==> config.mk <==
export PLATFORM = sky130hd
export DESIGN_NAME = aes_round_fsm_flat
export DESIGN_NICKNAME = d
export VERILOG_FILES = /design/src/rtl/aes_round_fsm_if.sv /design/src/rtl/aes_round_fsm.sv /design/src/flat_wrapper.sv
export SDC_FILE = /design/constraint.sdc
export NUM_CORES = 1
export LEC_CHECK = 0
export ABC_AREA = 1
export BUFFER_PORTS_ARGS = -buffer_cell sky130_fd_sc_hd__buf_4
export CORE_AREA = 2 2 211 213
export CTS_CLUSTER_DIAMETER = 40
export DETAILED_ROUTE_END_ITERATION = 16
export DIE_AREA = 0 0 213 215
export PLACE_DENSITY_LB_ADDON = 0.15
export SYNTH_ARGS = -nofsm -noshare
export SYNTH_HDL_FRONTEND = slang
export SYNTH_SLANG_ARGS = --single-unit
==> constraint.sdc <==
create_clock -name Clk -period 2.5 [get_ports Clk]
set_input_delay 0.375 -clock Clk [delete_from_list [all_inputs] [get_ports Clk]]
set_output_delay 0.375 -clock Clk [all_outputs]
set_load 0.03 [all_outputs]
==> src/rtl/aes_round_fsm_if.sv <==
// Stage bus between the AES round controller and its ARK/SBT/SHR/MXC submodules.
// The master side is the controller; the slave side is the submodule bank and result mux.
interface aes_round_fsm_if;
    logic         En_ARK, En_SBT, En_SHR, En_MXC;
    logic         Rst_ARK, Rst_SBT, Rst_SHR, Rst_MXC;
    logic         Ry_ARK, Ry_SBT, Ry_SHR, Ry_MXC;
    logic [127:0] Tx_out;
    logic [3:0]   KeySel;
    logic [3:0]   msg_sel;
    logic [127:0] msg_in;

    modport master (
        output En_ARK, En_SBT, En_SHR, En_MXC,
        output Rst_ARK, Rst_SBT, Rst_SHR, Rst_MXC,
        output Tx_out, KeySel, msg_sel,
        input  Ry_ARK, Ry_SBT, Ry_SHR, Ry_MXC,
        input  msg_in
    );

    modport slave (
        input  En_ARK, En_SBT, En_SHR, En_MXC,
        input  Rst_ARK, Rst_SBT, Rst_SHR, Rst_MXC,
        input  Tx_out, KeySel, msg_sel,
        output Ry_ARK, Ry_SBT, Ry_SHR, Ry_MXC,
        output msg_in
    );
endinterface

==> src/rtl/aes_round_fsm.sv <==
// Control FSM of the iterative AES-128 encryptor: sequences ARK/SBT/SHR/MXC over the rounds.
// Optional stage-handshake watchdog with Err output is enabled by defining AES_FSM_TIMEOUT_EN.
module aes_round_fsm #(
    parameter int NUM_ROUNDS = 10
`ifdef AES_FSM_TIMEOUT_EN
    , parameter int TIMEOUT_CYCLES = 255
`endif
) (
    input  logic                  Clk,
    input  logic                  Rst,
    input  logic                  En,
    input  logic [127:0]          PT,
    output logic [127:0]          CT,
    aes_round_fsm_if.master       bus,
    output logic                  Ry
`ifdef AES_FSM_TIMEOUT_EN
    , output logic                Err
`endif
);

    typedef enum logic [2:0] {
        S_IDLE,
        S_ARK,
        S_SBT,
        S_SHR,
        S_MXC,
        S_DONE
    } state_t;

    localparam logic [3:0] LAST_ROUND = 4'(NUM_ROUNDS);

    state_t state;
    logic   ry_act;

`ifdef AES_FSM_TIMEOUT_EN
    localparam int CW = $clog2(TIMEOUT_CYCLES + 1);
    localparam logic [CW-1:0] TMO_LAST = CW'(TIMEOUT_CYCLES - 1);
    logic [CW-1:0] cnt;
`endif

    // Bit order {MXC, SHR, SBT, ARK}; reused for both the enables and the Rst_* pulse.
    function automatic logic [3:0] en_of(input state_t s);
        case (s)
            S_ARK:   en_of = 4'b0001;
            S_SBT:   en_of = 4'b0010;
            S_SHR:   en_of = 4'b0100;
            S_MXC:   en_of = 4'b1000;
            default: en_of = 4'b0000;
        endcase
    endfunction

    function automatic logic [3:0] sel_of(input state_t s);
        case (s)
            S_ARK:   sel_of = 4'd1;
            S_SBT:   sel_of = 4'd2;
            S_SHR:   sel_of = 4'd3;
            S_MXC:   sel_of = 4'd4;
            default: sel_of = 4'd0;
        endcase
    endfunction

    always_comb begin
        ry_act = 1'b0;
        case (state)
            S_ARK:   ry_act = bus.Ry_ARK;
            S_SBT:   ry_act = bus.Ry_SBT;
            S_SHR:   ry_act = bus.Ry_SHR;
            S_MXC:   ry_act = bus.Ry_MXC;
            default: ry_act = 1'b0;
        endcase
    end

    always_ff @(posedge Clk) begin
        if (!Rst) begin
            state       <= S_IDLE;
            bus.Tx_out  <= '0;
            bus.KeySel  <= '0;
            bus.msg_sel <= '0;
            CT          <= '0;
            Ry          <= 1'b0;
            {bus.En_MXC, bus.En_SHR, bus.En_SBT, bus.En_ARK}     <= '0;
            {bus.Rst_MXC, bus.Rst_SHR, bus.Rst_SBT, bus.Rst_ARK} <= '1;
`ifdef AES_FSM_TIMEOUT_EN
            cnt <= '0;
            Err <= 1'b0;
`endif
        end else begin
            // Rst_* of a stage is a single-cycle pulse unless IDLE holds them high.
            {bus.Rst_MXC, bus.Rst_SHR, bus.Rst_SBT, bus.Rst_ARK} <= '0;
`ifdef AES_FSM_TIMEOUT_EN
            cnt <= '0;
`endif
            case (state)
                S_IDLE: begin
                    {bus.Rst_MXC, bus.Rst_SHR, bus.Rst_SBT, bus.Rst_ARK} <= '1;
                    if (En) begin
                        {bus.Rst_MXC, bus.Rst_SHR, bus.Rst_SBT, bus.Rst_ARK} <= '0;
                        bus.Tx_out  <= PT;
                        bus.KeySel  <= '0;
                        state       <= S_ARK;
                        {bus.En_MXC, bus.En_SHR, bus.En_SBT, bus.En_ARK} <= en_of(S_ARK);
                        bus.msg_sel <= sel_of(S_ARK);
`ifdef AES_FSM_TIMEOUT_EN
                        Err <= 1'b0;
`endif
                    end
                end

                S_DONE: begin
                    if (!En) begin
                        state <= S_IDLE;
                        Ry    <= 1'b0;
                        {bus.Rst_MXC, bus.Rst_SHR, bus.Rst_SBT, bus.Rst_ARK} <= '1;
                    end
                end

                default: begin
                    if (ry_act) begin
                        bus.Tx_out <= bus.msg_in;
                        {bus.Rst_MXC, bus.Rst_SHR, bus.Rst_SBT, bus.Rst_ARK} <= en_of(state);
                        case (state)
                            S_ARK: begin
                                if (bus.KeySel < LAST_ROUND) begin
                                    bus.KeySel  <= bus.KeySel + 4'd1;
                                    state       <= S_SBT;
                                    {bus.En_MXC, bus.En_SHR, bus.En_SBT, bus.En_ARK} <= en_of(S_SBT);
                                    bus.msg_sel <= sel_of(S_SBT);
                                end else begin
                                    state       <= S_DONE;
                                    {bus.En_MXC, bus.En_SHR, bus.En_SBT, bus.En_ARK} <= '0;
                                    bus.msg_sel <= '0;
                                    CT          <= bus.msg_in;
                                    Ry          <= 1'b1;
                                end
                            end
                            S_SBT: begin
                                state       <= S_SHR;
                                {bus.En_MXC, bus.En_SHR, bus.En_SBT, bus.En_ARK} <= en_of(S_SHR);
                                bus.msg_sel <= sel_of(S_SHR);
                            end
                            S_SHR: begin
                                if (bus.KeySel < LAST_ROUND) begin
                                    state       <= S_MXC;
                                    {bus.En_MXC, bus.En_SHR, bus.En_SBT, bus.En_ARK} <= en_of(S_MXC);
                                    bus.msg_sel <= sel_of(S_MXC);
                                end else begin
                                    state       <= S_ARK;
                                    {bus.En_MXC, bus.En_SHR, bus.En_SBT, bus.En_ARK} <= en_of(S_ARK);
                                    bus.msg_sel <= sel_of(S_ARK);
                                end
                            end
                            S_MXC: begin
                                state       <= S_ARK;
                                {bus.En_MXC, bus.En_SHR, bus.En_SBT, bus.En_ARK} <= en_of(S_ARK);
                                bus.msg_sel <= sel_of(S_ARK);
                            end
                            default: begin
                                state <= S_IDLE;
                            end
                        endcase
                    end
`ifdef AES_FSM_TIMEOUT_EN
                    else if (cnt == TMO_LAST) begin
                        state       <= S_IDLE;
                        {bus.En_MXC, bus.En_SHR, bus.En_SBT, bus.En_ARK}     <= '0;
                        {bus.Rst_MXC, bus.Rst_SHR, bus.Rst_SBT, bus.Rst_ARK} <= '1;
                        bus.msg_sel <= '0;
                        Err         <= 1'b1;
                    end else begin
                        cnt <= cnt + 1'b1;
                    end
`endif
                end
            endcase
        end
    end

endmodule

==> src/flat_wrapper.sv <==
// flat-port wrapper written by rule: the top's interface ports become plain ports
module aes_round_fsm_flat 
#(
    parameter int NUM_ROUNDS = 10

)
  (Clk, Rst, En, PT, CT, Ry, bus_En_ARK, bus_En_SBT, bus_En_SHR, bus_En_MXC, bus_Rst_ARK, bus_Rst_SBT, bus_Rst_SHR, bus_Rst_MXC, bus_Tx_out, bus_KeySel, bus_msg_sel, bus_Ry_ARK, bus_Ry_SBT, bus_Ry_SHR, bus_Ry_MXC, bus_msg_in);
  aes_round_fsm_if bus_i ();
  input  logic Clk;
  input  logic Rst;
  input  logic En;
  input  logic [127:0] PT;
  output logic [127:0] CT;
  output logic Ry;
  output wire logic [$bits(bus_i.En_ARK)-1:0] bus_En_ARK;
  output wire logic [$bits(bus_i.En_SBT)-1:0] bus_En_SBT;
  output wire logic [$bits(bus_i.En_SHR)-1:0] bus_En_SHR;
  output wire logic [$bits(bus_i.En_MXC)-1:0] bus_En_MXC;
  output wire logic [$bits(bus_i.Rst_ARK)-1:0] bus_Rst_ARK;
  output wire logic [$bits(bus_i.Rst_SBT)-1:0] bus_Rst_SBT;
  output wire logic [$bits(bus_i.Rst_SHR)-1:0] bus_Rst_SHR;
  output wire logic [$bits(bus_i.Rst_MXC)-1:0] bus_Rst_MXC;
  output wire logic [$bits(bus_i.Tx_out)-1:0] bus_Tx_out;
  output wire logic [$bits(bus_i.KeySel)-1:0] bus_KeySel;
  output wire logic [$bits(bus_i.msg_sel)-1:0] bus_msg_sel;
  input wire logic [$bits(bus_i.Ry_ARK)-1:0] bus_Ry_ARK;
  input wire logic [$bits(bus_i.Ry_SBT)-1:0] bus_Ry_SBT;
  input wire logic [$bits(bus_i.Ry_SHR)-1:0] bus_Ry_SHR;
  input wire logic [$bits(bus_i.Ry_MXC)-1:0] bus_Ry_MXC;
  input wire logic [$bits(bus_i.msg_in)-1:0] bus_msg_in;
  assign bus_En_ARK = bus_i.En_ARK;
  assign bus_En_SBT = bus_i.En_SBT;
  assign bus_En_SHR = bus_i.En_SHR;
  assign bus_En_MXC = bus_i.En_MXC;
  assign bus_Rst_ARK = bus_i.Rst_ARK;
  assign bus_Rst_SBT = bus_i.Rst_SBT;
  assign bus_Rst_SHR = bus_i.Rst_SHR;
  assign bus_Rst_MXC = bus_i.Rst_MXC;
  assign bus_Tx_out = bus_i.Tx_out;
  assign bus_KeySel = bus_i.KeySel;
  assign bus_msg_sel = bus_i.msg_sel;
  assign bus_i.Ry_ARK = bus_Ry_ARK;
  assign bus_i.Ry_SBT = bus_Ry_SBT;
  assign bus_i.Ry_SHR = bus_Ry_SHR;
  assign bus_i.Ry_MXC = bus_Ry_MXC;
  assign bus_i.msg_in = bus_msg_in;
  aes_round_fsm #(.NUM_ROUNDS(NUM_ROUNDS)) u_core (.Clk(Clk), .Rst(Rst), .En(En), .PT(PT), .CT(CT), .bus(bus_i), .Ry(Ry));
endmodule
# ---- Yosys cells after proc, flatten, opt, wreduce, memory -nomap -nowiden
# Index checks and enable logic that the tools add are counted.
dict set report totals {
  output_inout_bits 273
  regBits 276
  input_bits 263
  word_cells 108
}
dict set report classes {
  mux 53
  add_sub_neg 1
  n_eq_ne 8
  bitwise 4
  order_cmp 1
  reduce_logical 27
}
# cell count
set ops {}
lappend ops {{$mux 128} 2}
lappend ops {{$pmux 128 s2} 1}
lappend ops {{$pmux 4 s4} 2}
lappend ops {{$mux 4} 6}
lappend ops {{$reduce_and 4->1} 6}
lappend ops {{$mux 1} 21}
lappend ops {{$mux 3} 6}
lappend ops {{$pmux 1 s2} 8}
lappend ops {{$pmux 4 s2} 2}
lappend ops {{$pmux 3 s4} 1}
lappend ops {{$reduce_bool 3->1} 4}
lappend ops {{$reduce_and 5->1} 2}
lappend ops {{$reduce_bool 2->1} 5}
lappend ops {{$reduce_or 3->1} 3}
lappend ops {{$eq 3x2->1 const B} 2}
lappend ops {{$eq 3x3->1 const B} 2}
lappend ops {{$ne 2x2->1 const B} 3}
lappend ops {{$pmux 3 s2} 1}
lappend ops {{$reduce_and 3->1} 2}
lappend ops {{$reduce_bool 5->1} 1}
lappend ops {{$add 4x1->4 const B} 1}
lappend ops {{$lt 4x4->1 const B} 1}
lappend ops {{$not 1->1} 4}
lappend ops {{$pmux 1 s4} 1}
lappend ops {{6 further kinds} 7}

# ---- Logic depth before layout (Yosys ltp)
dict set report logic_depth {
  depth_word 5
  mapped_depth 11
  ltp_nobuf 9
}

# ---- Least setup slack after synthesis
# Ideal clock, no wire load.
dict set report synth_timing {
  path_type {flip-flop to flip-flop}
  startpoint {register u_core.bus.KeySel[1]}
  endpoint {register u_core.CT[118]}
  path_buffers 2
  arrival_ps 1504
  synth_period_minus_slack_ps 1620
  path_slack_ps 880
  stages_incl_launch_ff 8
  setup_ps 116
  t_required_ps 2384
  path_cell_list {dfxtp_1 > o21ai_1 > nor2_1 > inv_1 > buf_2 > buf_2 > nor2_1 > nor2_1}
}
dict set report synth_via {
  elab_chain_len 3
}
# element line
set synth_rtl {}
lappend synth_rtl {{start, declared} aes_round_fsm_if.sv:15} ;# output Tx_out, KeySel, msg_sel,
lappend synth_rtl {{start signal, assigned} aes_round_fsm.sv:124} ;# bus.KeySel <= bus.KeySel + 4'd1;
lappend synth_rtl {{$lt 4x4->1} aes_round_fsm.sv:123} ;# if (bus.KeySel < LAST_ROUND) begin
lappend synth_rtl {{$not 1->1 (no line)} -}
lappend synth_rtl {{$reduce_and 4->1 (no line)} -}
lappend synth_rtl {{end signal, assigned} aes_round_fsm.sv:132} ;# CT <= bus.msg_in;
lappend synth_rtl {{end, declared} aes_round_fsm.sv:13} ;# output logic [127:0] CT,
# No other way between the ends.
# A chain may end at the register's enable or synchronous reset.

# ---- Worst setup path after layout
dict set report layout_timing {
  startpoint {register u_core.state[1]}
  endpoint {register u_core.CT[97]}
}
dict set report layout_via {
  elab_chain_len 4
  word_cells_on_any_way 10
  cone_classes {eq/ne: 5; mux: 1; bitwise: 1; reduce/logical: 3}
}
# element line
set layout_rtl {}
lappend layout_rtl {{start, declared} aes_round_fsm.sv:32} ;# state_t state;
lappend layout_rtl {{start signal, assigned} aes_round_fsm.sv:75} ;# state <= S_IDLE;
lappend layout_rtl {{start signal, assigned} aes_round_fsm.sv:100} ;# state <= S_ARK;
lappend layout_rtl {{start signal, assigned} aes_round_fsm.sv:111} ;# state <= S_IDLE;
lappend layout_rtl {{parallel branches: the longest is 3 deep, another holds $pmux 1 s4} -}
lappend layout_rtl {{$reduce_and 4->1 (no line) *} -}
# Every way passes the cells marked *.

==> impl_metrics.json <==
{
  "status": "completed",
  "vias": 11500,
  "synth_warnings": 0,
  "worstMarginPinSlew_ns": 0.674,
  "start_util_pct": 25.7,
  "synthCells": 1388,
  "routed.top_layer": "met4",
  "hold_path_class": "input port to register",
  "place_congestion": 0.792,
  "grt_remaining_overflow": 0,
  "worst_setup_path_end_kind": "register",
  "htree_num_levels": 2,
  "io-pin-count": 536,
  "seq_area_frac_synth_pct": 49.1,
  "met1Wirelength_mm": 18.2,
  "grt_pass1_wl_mm": 67.9,
  "maxCapViolations": 0,
  "crit_type": "register to register",
  "synth_top_area_share_pct": 49.1,
  "cts_made_buffers": 55,
  "root_buffer": "clkbuf_16",
  "first_global_vias": 11900,
  "drive_gt1_share_pct": 39.2,
  "drt-total-wl_mm": 44.9,
  "syn_nets": 1652,
  "drc_errors": 0,
  "synth.area.top_cells": "dfxtp_1 (49%), nor2_1 (18%), mux2_2 (13%), o21ai_0 (11%), buf_2 (1.5%)",
  "post_cts_buffers": 0,
  "slew_headroom_pct": 55.1,
  "setup_tns_ns": 0,
  "hold_viol": 0,
  "areaGrowthSynthToFinish_pct": 64.0,
  "port_buffers": 534,
  "fmax_mhz": 476,
  "drt-initial-drc-count": 532,
  "grt_max_degree": 129,
  "powerDensity_nw_per_um2": 1310,
  "setup_viol": 0,
  "critPathMaxFanout": 52,
  "period_needed_ns": 2.10,
  "die_h_um": 215,
  "synth_cell_types": 25,
  "whs_ns": 0.0447,
  "core_um2": 43600,
  "routed-wl-met2_mm": 21.4,
  "die_area_um2": 45800,
  "worst_slack_ns": 0.397,
  "synth_area_um2": 11200,
  "dr.pass1.iters": 4,
  "rows": 77,
  "grtUsageTotal_pct": 19.1,
  "clock_skew_ns": 0.0284,
  "ant_nets": 0,
  "rsz0062_at_grt": "false",
  "critPathLaunchType": "register",
  "synth-seq-cells": 275,
  "synth_top_area_cell": "dfxtp_1",
  "ir_drop_mv": 0.792,
  "nFillCells": 4431,
  "dpl.hpwl_mm": 30.4,
  "cp.required_ns": 3.01,
  "syn_avg_cell_area_um2": 8.07,
  "leakage_nw": 8.62,
  "vias_per_cell": 4.43,
  "clkSinkCount": 275,
  "cts_buffer_depth": 3,
  "cp.arrival_ns": 2.62,
  "wl_per_cell_um": 17.3,
  "finalCritPeriodShare_pct": 84.1,
  "clk_latency_ns": 0.59,
  "wl_met3_mm": 3.90,
  "fp.dieW_um": 213,
  "fin_nets": 2226,
  "grt_antenna_before_repair": 1,
  "finalMaxSlewViolations": 0,
  "tritoncts": "yes",
  "total_power_mw": 24.1,
  "dpl_worst_slack_ns": 0.380,
  "clkTransAtPathRegs_ns": 0.05
}
[logic make-up (layout without fill, tap and decap cells)]
logic type | Yosys count | in the layout | share of synthesized area (%)
simple gates | 589 | 589 | 20.2
compound gates | 278 | 278 | 12.4
flops | 275 | 275 | 49.1
mux | 128 | 128 | 12.9
buf+inv | 116 | 736 | 5.24
fa+ha+maj | 1 | 1 | 0.112
other cells | 1 | 2 | 0.0335
[worst max-delay path: stages (launching register included)]
cell and delay (ns):
dfxtp_1 0.51, nor2_2 0.11, nand3_1 0.18, nor2_4 0.07, inv_4 0.48, buf_4 0.44
nor2_1 0.08, nor2_1 0.12
[metrics by stage]
step           utilization [%]  cells  cell area (um^2)
2_1_floorplan                -   1388             11200
3_3_place_gp              36.0   2428             15700
3_5_place_dp              36.0   2428             15700
4_1_cts                   42.1   2600             18400
5_1_grt                   42.1   2601             18400
6_report                  42.1   2601             18400
[timing repair]
item | in CTS | in global routing
resized for setup | 0 | 0
setup endpoints to repair | 0 | 0
endpoints found under the hold margin | 69 | 0
hold buffers | 69 | 0
[synth_stat cells]
| cell | n |
|---|---|
| o21ai_1 | 18 |
| inv_1 | 10 |
| buf_2 | 34 |
| o211ai_1 | 1 |
| ha_1 | 1 |
| a21oi_1 | 12 |
| buf_4 | 8 |
| mux2_2 | 128 |
| nand3_1 | 11 |
| nand2_1 | 35 |
| nor2_4 | 2 |
| dfxtp_1 | 275 |
| nand4_1 | 4 |
| buf_6 | 9 |
| conb_1 | 1 |
| nor2_2 | 1 |
| clkbuf_2 | 7 |
| buf_1 | 2 |
| nand2_2 | 1 |
| clkbuf_1 | 44 |
| inv_2 | 1 |
| nor2_1 | 534 |
| inv_4 | 1 |
| nand2_4 | 1 |
| o21ai_0 | 247 |
[final timing paths]
check                          end             startpoint  depth (start not counted)  slack (ns)
min reg2reg  u_core.bus.msg_sel[0]  u_core.bus.msg_sel[0]                          2        0.47
min                 u_core.CT[106]        bus_msg_in[106]                          3        0.04
max reg2reg          u_core.CT[97]        u_core.state[1]                          7        0.40
max                  u_core.CT[97]        u_core.state[1]                          7        0.40
[power by group]
group | switching [mW] | internal, mW
sequential | 0.651 | 5.62
clock | 2.58 | 5.23
combinational | 6.13 | 3.83
[per-layer routing]
metal	vias to the layer above	global-route usage, %
li1	5718	-
met1	5319	21.8
met2	412	32.1
met3	76	6.49
met4	0	8.44
met5	-	0
[sequential cells by signal, indices dropped and copies added (netlist names), 3 cells and up]
signal,flops
u_core.bus.msg_sel,3
u_core.state,3
u_core.bus.Tx_out,128
u_core.CT,128
u_core.bus.KeySel,4
[cell type report]
| cell class | count | area [um^2] | area share (%) |
|---|---|---|---|
| tap | 592 | 741 | 4.03 |
| clock buffer | 66 | 1500 | 8.15 |
| sequential | 275 | 5510 | 30.0 |
| timing repair buffer | 621 | 4960 | 27.0 |
| multi-input combinational | 997 | 5130 | 27.9 |
| antenna | 1 | 2.50 | 0.0136 |
| clock inverter | 37 | 485 | 2.64 |
| inverter | 12 | 50.0 | 0.272 |
[cell usage in the layout, fill, tap and decap left out]
cell           netlist  layout
mux2_2             128     128
inv_1               10       9
clkinv_2             0       9
ha_1                 1       1
diode_2              0       1
clkbuf_8             0       6
o211ai_1             1       1
a21oi_1             12      12
nand2_4              1       1
nand2_8              0       1
nand3_1             11      11
o21ai_0            247     247
buf_6                9       1
inv_4                1       2
nand4_1              4       4
nor2_1             534     533
bufinv_16            0       9
buf_12               0      10
inv_6                0      10
clkinv_8             0       1
inv_2                1       1
nand2_1             35      35
clkbuf_1            44       4
clkinv_4             0       5
clkinvlp_4           0       3
clkbuf_16            0      56
dfxtp_1            275     275
nor2_4               2       3
o21ai_1             18      18
nor2_2               1       1
buf_4                8     541
conb_1               1       1
dlygate4sd3_1        0      69
(Power assumes the default switching activity.)
